### src/rtl/sbox_lanes.sv
`default_nettype none
// ============================================================================
// Module   : sbox_lanes
// Purpose  : LANES-wide pipelined AES S-box bank. The byte inverse is built on
//            the GF((2^4)^2) composite field. Per-beat forward/inverse mode,
//            opaque tag sideband, valid/ready handshakes, fixed 5-cycle latency.
// Revision : 1.0 - initial release
// ============================================================================
module sbox_lanes #(
  parameter int LANES  = 4,
  parameter int TAG_W  = 4,
  parameter int INV_EN = 1
) (
  input  logic                 clk,
  input  logic                 rst_n,
  input  logic                 in_valid,
  output logic                 in_ready,
  input  logic                 in_mode,
  input  logic [8*LANES-1:0]   in_data,
  input  logic [TAG_W-1:0]     in_tag,
  output logic                 out_valid,
  input  logic                 out_ready,
  output logic [8*LANES-1:0]   out_data,
  output logic [TAG_W-1:0]     out_tag,
  output logic                 out_mode
);

  // --------------------------------------------------------------------------
  // GF(2^4) arithmetic, polynomial basis modulo x^4 + x + 1
  // --------------------------------------------------------------------------
  function automatic logic [3:0] gf4_mul(input logic [3:0] a, input logic [3:0] b);
    logic [3:0] acc;
    logic [3:0] sh;
    acc = 4'h0;
    sh  = a;
    for (int i = 0; i < 4; i++) begin
      if (b[i]) acc = acc ^ sh;
      sh = {sh[2:0], 1'b0} ^ (sh[3] ? 4'h3 : 4'h0);
    end
    return acc;
  endfunction

  // a^14 is the multiplicative inverse for a != 0 and yields 0 for a == 0
  function automatic logic [3:0] gf4_inv(input logic [3:0] a);
    logic [3:0] a2, a4, a8;
    a2 = gf4_mul(a, a);
    a4 = gf4_mul(a2, a2);
    a8 = gf4_mul(a4, a4);
    return gf4_mul(gf4_mul(a2, a4), a8);
  endfunction

  // --------------------------------------------------------------------------
  // Elaboration-time derivation of the composite field and its basis change.
  // Deriving the constants (rather than hard-coding matrices) keeps the
  // iso/inverse-iso pair consistent with the chosen lambda by construction.
  // --------------------------------------------------------------------------

  // Smallest lambda for which y^2 + y + lambda has no root in GF(2^4)
  function automatic logic [3:0] find_lambda();
    logic [3:0] lam;
    logic       found;
    logic       ok;
    lam   = 4'h0;
    found = 1'b0;
    for (int l = 1; l < 16; l++) begin
      ok = 1'b1;
      for (int t = 0; t < 16; t++) begin
        if ((gf4_mul(4'(t), 4'(t)) ^ 4'(t)) == 4'(l)) ok = 1'b0;
      end
      if (ok && !found) begin
        lam   = 4'(l);
        found = 1'b1;
      end
    end
    return lam;
  endfunction

  // Composite multiply: element = hi*Y + lo with Y^2 = Y + lambda
  function automatic logic [7:0] gf8c_mul(input logic [7:0] a, input logic [7:0] b,
                                          input logic [3:0] lam);
    logic [3:0] hh;
    logic [3:0] hi;
    logic [3:0] lo;
    hh = gf4_mul(a[7:4], b[7:4]);
    hi = hh ^ gf4_mul(a[7:4], b[3:0]) ^ gf4_mul(a[3:0], b[7:4]);
    lo = gf4_mul(a[3:0], b[3:0]) ^ gf4_mul(lam, hh);
    return {hi, lo};
  endfunction

  // Columns of the iso map: column i = beta^i, beta a root of the AES polynomial
  function automatic logic [63:0] iso_cols(input logic [3:0] lam);
    logic [7:0]  beta, b, b2, b3, b4, b8, p;
    logic        found;
    logic [63:0] cols;
    beta  = 8'h00;
    found = 1'b0;
    for (int c = 2; c < 256; c++) begin
      b  = 8'(c);
      b2 = gf8c_mul(b, b, lam);
      b3 = gf8c_mul(b2, b, lam);
      b4 = gf8c_mul(b2, b2, lam);
      b8 = gf8c_mul(b4, b4, lam);
      if (!found && ((b8 ^ b4 ^ b3 ^ b ^ 8'h01) == 8'h00)) begin
        beta  = b;
        found = 1'b1;
      end
    end
    cols = 64'h0;
    p    = 8'h01;
    for (int i = 0; i < 8; i++) begin
      cols[8*i +: 8] = p;
      p = gf8c_mul(p, beta, lam);
    end
    return cols;
  endfunction

  // GF(2)-linear byte map given its eight columns
  function automatic logic [7:0] lin_map(input logic [63:0] cols, input logic [7:0] x);
    logic [7:0] r;
    r = 8'h00;
    for (int i = 0; i < 8; i++) begin
      if (x[i]) r = r ^ cols[8*i +: 8];
    end
    return r;
  endfunction

  // Inverse of a bijective linear map: find the preimage of each unit vector
  function automatic logic [63:0] inv_cols(input logic [63:0] cols);
    logic [63:0] res;
    logic [7:0]  y;
    res = 64'h0;
    for (int c = 0; c < 256; c++) begin
      y = lin_map(cols, 8'(c));
      for (int j = 0; j < 8; j++) begin
        if (y == 8'(1 << j)) res[8*j +: 8] = 8'(c);
      end
    end
    return res;
  endfunction

  // AES affine transform including the 0x63 constant
  function automatic logic [7:0] aff_fwd(input logic [7:0] x);
    return x ^ {x[6:0], x[7]} ^ {x[5:0], x[7:6]} ^ {x[4:0], x[7:5]} ^ {x[3:0], x[7:4]} ^ 8'h63;
  endfunction

  // Linear part of the inverse affine transform
  function automatic logic [7:0] aff_inv_lin(input logic [7:0] y);
    return {y[6:0], y[7]} ^ {y[4:0], y[7:5]} ^ {y[1:0], y[7:2]};
  endfunction

  localparam logic [3:0]  LAMBDA  = find_lambda();
  localparam logic [63:0] ISO     = iso_cols(LAMBDA);
  localparam logic [63:0] ISO_INV = inv_cols(ISO);

  // --------------------------------------------------------------------------
  // Pipeline state: per-stage valid/mode/tag plus per-lane datapath registers
  // --------------------------------------------------------------------------
  logic [4:0]            vld;
  logic [4:0]            md;
  logic [4:0][TAG_W-1:0] tg;

  logic [LANES-1:0][3:0] s0_hi, s0_lo, s0_hl;
  logic [LANES-1:0][3:0] s1_d,  s1_hi, s1_hl;
  logic [LANES-1:0][3:0] s2_di, s2_hi, s2_hl;
  logic [LANES-1:0][7:0] s3_z;
  logic [8*LANES-1:0]    s4_q;

  logic [LANES-1:0][3:0] n0_hi, n0_lo, n0_hl;
  logic [LANES-1:0][3:0] n1_d;
  logic [LANES-1:0][3:0] n2_di;
  logic [LANES-1:0][7:0] n3_z;
  logic [8*LANES-1:0]    n4_q;

  logic adv;
  logic mode_in;

  // Whole pipe moves together; bubbles are held rather than collapsed
  assign adv       = !vld[4] | out_ready;
  assign in_ready  = adv;
  assign out_valid = vld[4];
  assign out_mode  = md[4];
  assign out_tag   = tg[4];
  assign out_data  = s4_q;

  if (INV_EN != 0) begin : g_inv
    assign mode_in = in_mode;
  end else begin : g_fwd_only
    // Mode tied low so the inverse-side muxing folds away
    assign mode_in = 1'b0;
  end

  for (genvar i = 0; i < LANES; i++) begin : g_lane
    logic [7:0] pre;
    logic [7:0] m;
    logic [7:0] w;

    // S0: optional inverse affine, then change to composite basis and split
    assign pre      = mode_in ? aff_inv_lin(in_data[8*i +: 8] ^ 8'h63) : in_data[8*i +: 8];
    assign m        = lin_map(ISO, pre);
    assign n0_hi[i] = m[7:4];
    assign n0_lo[i] = m[3:0];
    assign n0_hl[i] = m[7:4] ^ m[3:0];

    // S1: norm of the composite element
    assign n1_d[i]  = gf4_mul(LAMBDA, gf4_mul(s0_hi[i], s0_hi[i])) ^ gf4_mul(s0_hl[i], s0_lo[i]);

    // S2: subfield inverse of the norm
    assign n2_di[i] = gf4_inv(s1_d[i]);

    // S3: assemble composite inverse
    assign n3_z[i]  = {gf4_mul(s2_hi[i], s2_di[i]), gf4_mul(s2_hl[i], s2_di[i])};

    // S4: back to polynomial basis, forward beats get the affine transform
    assign w                 = lin_map(ISO_INV, s3_z[i]);
    assign n4_q[8*i +: 8]    = md[3] ? w : aff_fwd(w);
  end

  // Stage registers: clear on reset, shift one stage whenever the pipe advances
  always_ff @(posedge clk) begin
    if (!rst_n) begin
      vld   <= '0;
      md    <= '0;
      tg    <= '0;
      s0_hi <= '0;
      s0_lo <= '0;
      s0_hl <= '0;
      s1_d  <= '0;
      s1_hi <= '0;
      s1_hl <= '0;
      s2_di <= '0;
      s2_hi <= '0;
      s2_hl <= '0;
      s3_z  <= '0;
      s4_q  <= '0;
    end else if (adv) begin
      vld   <= {vld[3:0], in_valid};
      md    <= {md[3:0], mode_in};
      tg    <= {tg[3:0], in_tag};
      s0_hi <= n0_hi;
      s0_lo <= n0_lo;
      s0_hl <= n0_hl;
      s1_d  <= n1_d;
      s1_hi <= s0_hi;
      s1_hl <= s0_hl;
      s2_di <= n2_di;
      s2_hi <= s1_hi;
      s2_hl <= s1_hl;
      s3_z  <= n3_z;
      s4_q  <= n4_q;
    end
  end

endmodule
`default_nettype wire

### config.mk
export PLATFORM = sky130hd
export DESIGN_NAME = sbox_lanes
export DESIGN_NICKNAME = d
export VERILOG_FILES = /design/src/rtl/sbox_lanes.sv
export SDC_FILE = /design/constraint.sdc
export NUM_CORES = 1
export LEC_CHECK = 0
export ABC_AREA = 1
export ABC_CLOCK_PERIOD_IN_PS = 4480
export CELL_PAD_IN_SITES_DETAIL_PLACEMENT = 1
export CELL_PAD_IN_SITES_GLOBAL_PLACEMENT = 2
export CORE_ASPECT_RATIO = 1.1
export CORE_MARGIN = 4
export CORE_UTILIZATION = 35
export CTS_BUF_LIST = sky130_fd_sc_hd__clkbuf_8
export DETAILED_ROUTE_END_ITERATION = 10
export PLACE_DENSITY = 0.86
export SLEW_MARGIN = 20
export SYNTH_ARGS = -nofsm -noshare
export SYNTH_HDL_FRONTEND = slang
export SYNTH_SLANG_ARGS = --single-unit
### constraint.sdc
create_clock -name clk -period 4.48 [get_ports clk]
set_input_delay 0.896 -clock clk [delete_from_list [all_inputs] [get_ports clk]]
set_output_delay 0.896 -clock clk [all_outputs]
set_load 0.01 [all_outputs]
==> impl_metrics.ini, run 1 <==
[logic_synthesis]
avgSynthCellArea_um2 = 6.51
synth_ff_type = dfxtp_1
syn_area_um2 = 17800
async_flop_share = 0
yosysUniqueCellTypes = 46
syn_nets = 2801
yosysTopAreaCellShare = 0.268
yosysSeqAreaShare = 0.268
synth_commonest_cells = nand2_1, inv_1, nor2_1, dfxtp_1, o21ai_0
netlist_top_cells_area = dfxtp_1, nand2_1, xor2_1
yosysMostFrequentCell = nand2_1
yosysTopAreaCell = dfxtp_1
yosys_warnings = 0
synthCells = 2732
ys_ff_latch = 238
synth_enable_flop_cells = 0

[clock_tree]
numCtsBuffers = 45
cts_tree = yes
cts_setup_buffers = 0
clock_path_buffers = 3
cts_htree_levels = 2
clk_pin_slew_ns = 0.06
clk_latency_ns = 0.62
cts_resized = 0
hold_buffers = 0
clock-sinks = 238
cts_root_buffer = clkbuf_8

[layout]
utilization = 0.398
area_growth_pct = 12.1
drive_above_1_share = 0.0616
n_antenna_cell = 0
layout.nets = 2815

[status]
outcome = complete, no violations

[routing]
drt-total-wl_um = 49700
viasPerCell = 4.94
route.detailed.drc = 0
wl_met1_um = 22200
wl_met2_um = 25200
wire_per_inst_um = 14.4
vias = 17000
drtIter0Drc = 554
firstDrtPassIters = 5
top_layer_used = met4
drtAntennaViolNets = 0
met3WireLength_um = 1190

[power]
leakagePower_nw = 9.30
power_frac_comb = 0.685
cell_internal_pwr_mw = 7.85
peakVddDrop_mv = 0.472
pwr-share-seq = 0.187
power_frac_clock = 0.128
power.switching_fraction = 0.531
p_per_area_nw_per_um2 = 838
power_switching_mw = 8.87

[setup_path]
reg2reg_depth = 28
critPathSlowestCell = dfxtp_1
cp_top_family = simple AND/OR/NAND/NOR gates
rr_endpoint = s2_di[7]
cp_num_buf_inv = 9
crit-reg2reg-launch = s1_d[7]
worstSetupEndpointType = flip-flop
cp_max_fo = 9
critical_path.max_stage_delay_ns = 0.40
cp.depth = 28
reg2reg_slack_ns = 0.52
startpoint_type = flip-flop
crit_path_frequent_cell = inv_1
required_ns = 4.98
arrival_ns = 4.46
worstSetupPathType = reg2reg

[hold_path]
hp-start = vld[3]
hold_end = vld[4]
min_path_type = reg2reg
whs_path_depth = 2

[global_route]
grt_overflow_total = 0
grt_use_total = 0.182
grt_pass1_vias = 17900
grt_pass1_wl_um = 85500
grt_max_degree = 192
antenna_found_initial = 0

[floorplanning]
core_um2 = 50100
num_rows = 86
io_pins = 80
initial_core_util = 0.355
chipHeight_um = 244
die_w_um = 223
die_area_um2 = 54500

[timing]
worstMarginPinSlew_ns = 0.986
drv_slew = 0
rsz0062_at_grt = no
finalCritPeriodShare = 0.884
hold_slack_ns = 0.466
hold_violations = 0
totalNegativeSetupSlack_ns = 0
fmax_mhz = 252
finalClockSkew_ns = 0.0337
fin_crit_ns = 3.96
setup_viol = 0
slew_headroom = 0.341

[flow_run]
max-cap-violations = 0

[placed_design]
io_buffers = 79
dpl.hpwl_um = 36500
gp_congestion = 0.819
-- worst min-delay path: stages (launching register included) --
cell,delay [ns]
dfxtp_1,0.30
inv_1,0.06
a21oi_1,0.06
-- cells by family after synthesis --
group | Yosys count | synth area share
adder cells (fa/ha/maj) | 28 | 0.0197
AO/OA/AOI/OAI | 465 | 0.146
buffers and inverters | 418 | 0.0904
XOR/XNOR | 396 | 0.196
flip-flops | 238 | 0.268
AND/OR/NAND/NOR | 1185 | 0.278
multiplexers | 2 | 0.00113
-- worst max-delay path by stage --
stage | from | end | slack, ns
floorplan | s1_d[7] | s2_di[7] | 1.01
finish | s1_d[7] | s2_di[7] | 0.52
CTS | s1_d[7] | s2_di[7] | 0.47
global route | s1_d[7] | s2_di[7] | 0.07
global placement | s1_d[7] | s2_di[7] | 0.61
detailed placement | s1_d[7] | s2_di[7] | 0.48
-- cell type report --
type	instances	area, um^2
clock buffer	55	757
clock inverter	24	136
fill	6646	30200
inverter	295	1120
multi-input combinational	2076	11400
sequential	238	4760
tap	660	826
timing repair buffer	90	908
-- layer usage --
| layer | GRT usage | vias up |
|---|---|---|
| met5 | 0 | - |
| met3 | 0.0253 | 71 |
| met1 | 0.216 | 8095 |
| li1 | - | 8670 |
| met2 | 0.343 | 145 |
| met4 | 0.0444 | 0 |
-- per-stage QoR --
step                      instances  setup WS [ns]  power, mW  instance area, um^2
after floorplan                2732           1.01       12.1                17800
after global placement         3359          0.607       14.2                19000
after detailed placement       3359          0.480       14.7                19000
after CTS                      3438          0.472       17.0                19900
after global routing           3438         0.0693       18.8                19900
final                          3438          0.520       16.7                19900
-- layout by cell type, fill, tap and decap left out, types with 3 or more instances in the layout --
master             n
a21oi_1          131
a221oi_1           3
a22oi_1           10
a31oi_1           19
buf_12             3
buf_4              9
clkbuf_8          55
clkdlybuf4s50_1   78
clkinv_2           5
dfxtp_1          238
ha_1              28
inv_1            292
inv_2             15
nand2_1          698
nand2_2           31
nand2_4            6
nand3_1          133
nand3_2           12
nand3b_1          13
nand4_1           10
nor2_1           257
o2111ai_1          3
o211ai_1          46
o21a_1             4
o21ai_0          215
o21ai_1            9
o21ai_2            3
o21bai_1           5
o221ai_1          10
or2_2             20
xnor2_1          195
xor2_1           198
-- power groups by stage --
stage	logic, mW	registers (mW)	clock network, mW
after floorplan	9.14	2.93	0
after global placement	11.1	3.14	0
after detailed placement	11.5	3.16	0
after CTS	11.6	3.12	2.24
after global routing	13.3	3.20	2.34
final	11.5	3.12	2.14
Note: power is estimated with default switching activity, not from simulation.
==> inputs of run 2 (changes only) <==
--- a/config.mk
+++ b/config.mk
@@ -11,9 +11,10 @@
 export CELL_PAD_IN_SITES_GLOBAL_PLACEMENT = 2
 export CORE_ASPECT_RATIO = 1.1
 export CORE_MARGIN = 4
-export CORE_UTILIZATION = 35
+export CORE_UTILIZATION = 37
 export CTS_BUF_LIST = sky130_fd_sc_hd__clkbuf_8
 export DETAILED_ROUTE_END_ITERATION = 10
+export DONT_BUFFER_PORTS = 1
 export PLACE_DENSITY = 0.86
 export SLEW_MARGIN = 20
 export SYNTH_ARGS = -nofsm -noshare
==> run 2 against run 1 <==
Compared with the run above: largest cell class unchanged; combinational power is 3% lower; cell area is 4.3% lower; via count fell by 1.4%; non-clock buffer count down 82; wire length shrank 1.3%; critical path type unchanged; sequential power increased by 2%; core utilization up 0.22 points; sequential cell count stayed put; largest power group unchanged.
==> impl_metrics.ini, run 2 (same netlist as run 1, synthesis figures left out) <==
[floorplanning]
chipHeight_um = 238
die_area_um2 = 51600
core_um2 = 47700
die_w_um = 217
initial_core_util = 0.373
io_pins = 80
num_rows = 84

[layout]
drive_above_1_share = 0.0616
final_cell_mix = nand2_1, inv_1, nor2_1, dfxtp_1, o21ai_0
layout_commonest_cell = nand2_1
final_cell_count_no_fill = 3338
n_antenna_cell = 0
layout.nets = 2733
nFillCells = 6314
area_growth_pct = 7.27

[power]
p_total_mw = 16.4
p_per_area_nw_per_um2 = 859
peakVddDrop_mv = 0.633
leakagePower_nw = 8.96

[timing]
hold_violations = 0
rsz0062_at_grt = no
slew_headroom = 0.314
finalCritPeriodShare = 0.872
worstMarginPinSlew_ns = 1.02
setup_viol = 0
fin_crit_ns = 3.91
fmax_mhz = 256
finalClockSkew_ns = 0.0248
totalNegativeSetupSlack_ns = 0
drv_slew = 0

[setup_path]
cp_top_family = simple AND/OR/NAND/NOR gates
cp_num_buf_inv = 9
required_ns = 4.95
rr_endpoint = s2_di[7]
worstSetupEndpointType = flip-flop
reg2reg_depth = 28
reg2reg_slack_ns = 0.57
startpoint_type = flip-flop
crit-reg2reg-launch = s1_d[7]
critPathSlowestCell = dfxtp_1
startpoint = s1_d[7]
cp_max_fo = 9
critical_path.max_stage_delay_ns = 0.39
worstSetupPathType = reg2reg
arrival_ns = 4.38
cp.depth = 28
endpoint = s2_di[7]
crit_path_frequent_cell = inv_1

[placed_design]
placed_cells = 3262
io_buffers = 0
gp_congestion = 0.837
dpl.hpwl_um = 35900

[routing]
route.detailed.drc = 0
drtIter0Drc = 507
firstDrtPassIters = 5
drt-total-wl_um = 49000
viasPerCell = 5.02
vias = 16700
drtAntennaViolNets = 0
wire_per_inst_um = 14.7

[flow_run]
max-cap-violations = 0

[clock_tree]
clk_pin_slew_ns = 0.06
numCtsBuffers = 45
cts_htree_levels = 2
clk_latency_ns = 0.59
cts_resized = 0
hold_buffers = 0
cts_root_buffer = clkbuf_8
cts_setup_buffers = 0
clock-sinks = 238
cts_tree = yes
clock_path_buffers = 3

[global_route]
grt_pass1_vias = 17900
grt_pass1_wl_um = 84300
grt_use_total = 0.190
top_usage_layer = met2
met3_usage = 0.0269
grt_overflow_total = 0
use_met2 = 0.360
grtUsageMet1 = 0.225
grt_max_degree = 193
antenna_found_initial = 0

[status]
outcome = complete, no violations

[hold_path]
min_path_type = reg2reg
run 2: changes by cell type in the layout (fill, tap and decap cells not counted):
cell / previous run / this run
buf_12: 3 / 2
buf_4: 9 / 6
clkbuf_8: 55 / 54
clkdlybuf4s50_1: 78 / 0
clkinv_2: 5 / 4
clkinvlp_4: 2 / 3
inv_1: 292 / 290
run 2: final cells by class:
type                    instances  area [um^2]  area share
clock buffers                  54          743      0.0390
clock inverters                22          131     0.00689
flip-flops and latches        238         4760       0.250
repair buffers                  8         85.1     0.00446
well taps                     645          807      0.0423
multi-input cells            2076        11400       0.599
inverters                     295         1120      0.0586
run 2: through the flow:
step           utilization  hold WS (ns)  cell area (um^2)  worst slack [ns]
2_1_floorplan            -         0.430             17800              1.01
3_3_place_gp         0.381         0.446             18200             0.609
3_5_place_dp         0.381         0.467             18200             0.544
4_1_cts              0.400         0.418             19100             0.520
5_1_grt              0.400         0.430             19100            0.0638
6_report             0.400         0.477             19100             0.573
run 2: how the worst min path moves through the flow:
stage,to,slack (ns),depth (start not counted),from
floorplan,vld[3],0.43,2,vld[3]
global placement,vld[3],0.45,2,vld[3]
detailed placement,vld[3],0.47,2,vld[3]
CTS,out_data[27],0.42,2,rst_n
global route,s0_hl[7],0.43,2,rst_n
finish,tg[7],0.48,2,tg[7]
run 2: tightest hold or removal path, stage by stage (launching register included):
cell	delay, ns
dfxtp_1	0.32
nor2_1	0.05
nor2_1	0.08
run 2: power breakdown:
part	internal, mW	leakage, nW	switching (mW)
clock	1.14	0.495	0.944
sequential	2.57	1.96	0.609
combinational	3.93	6.50	7.19
total	7.64	8.96	8.74
run 2: metal layers:
metal | vias to the layer above | part of all wire
met2 | 155 | 0.51
met1 | 8024 | 0.44
met4 | 0 | 0.019
met5 | - | 0
met3 | 66 | 0.028
li1 | 8503 | -
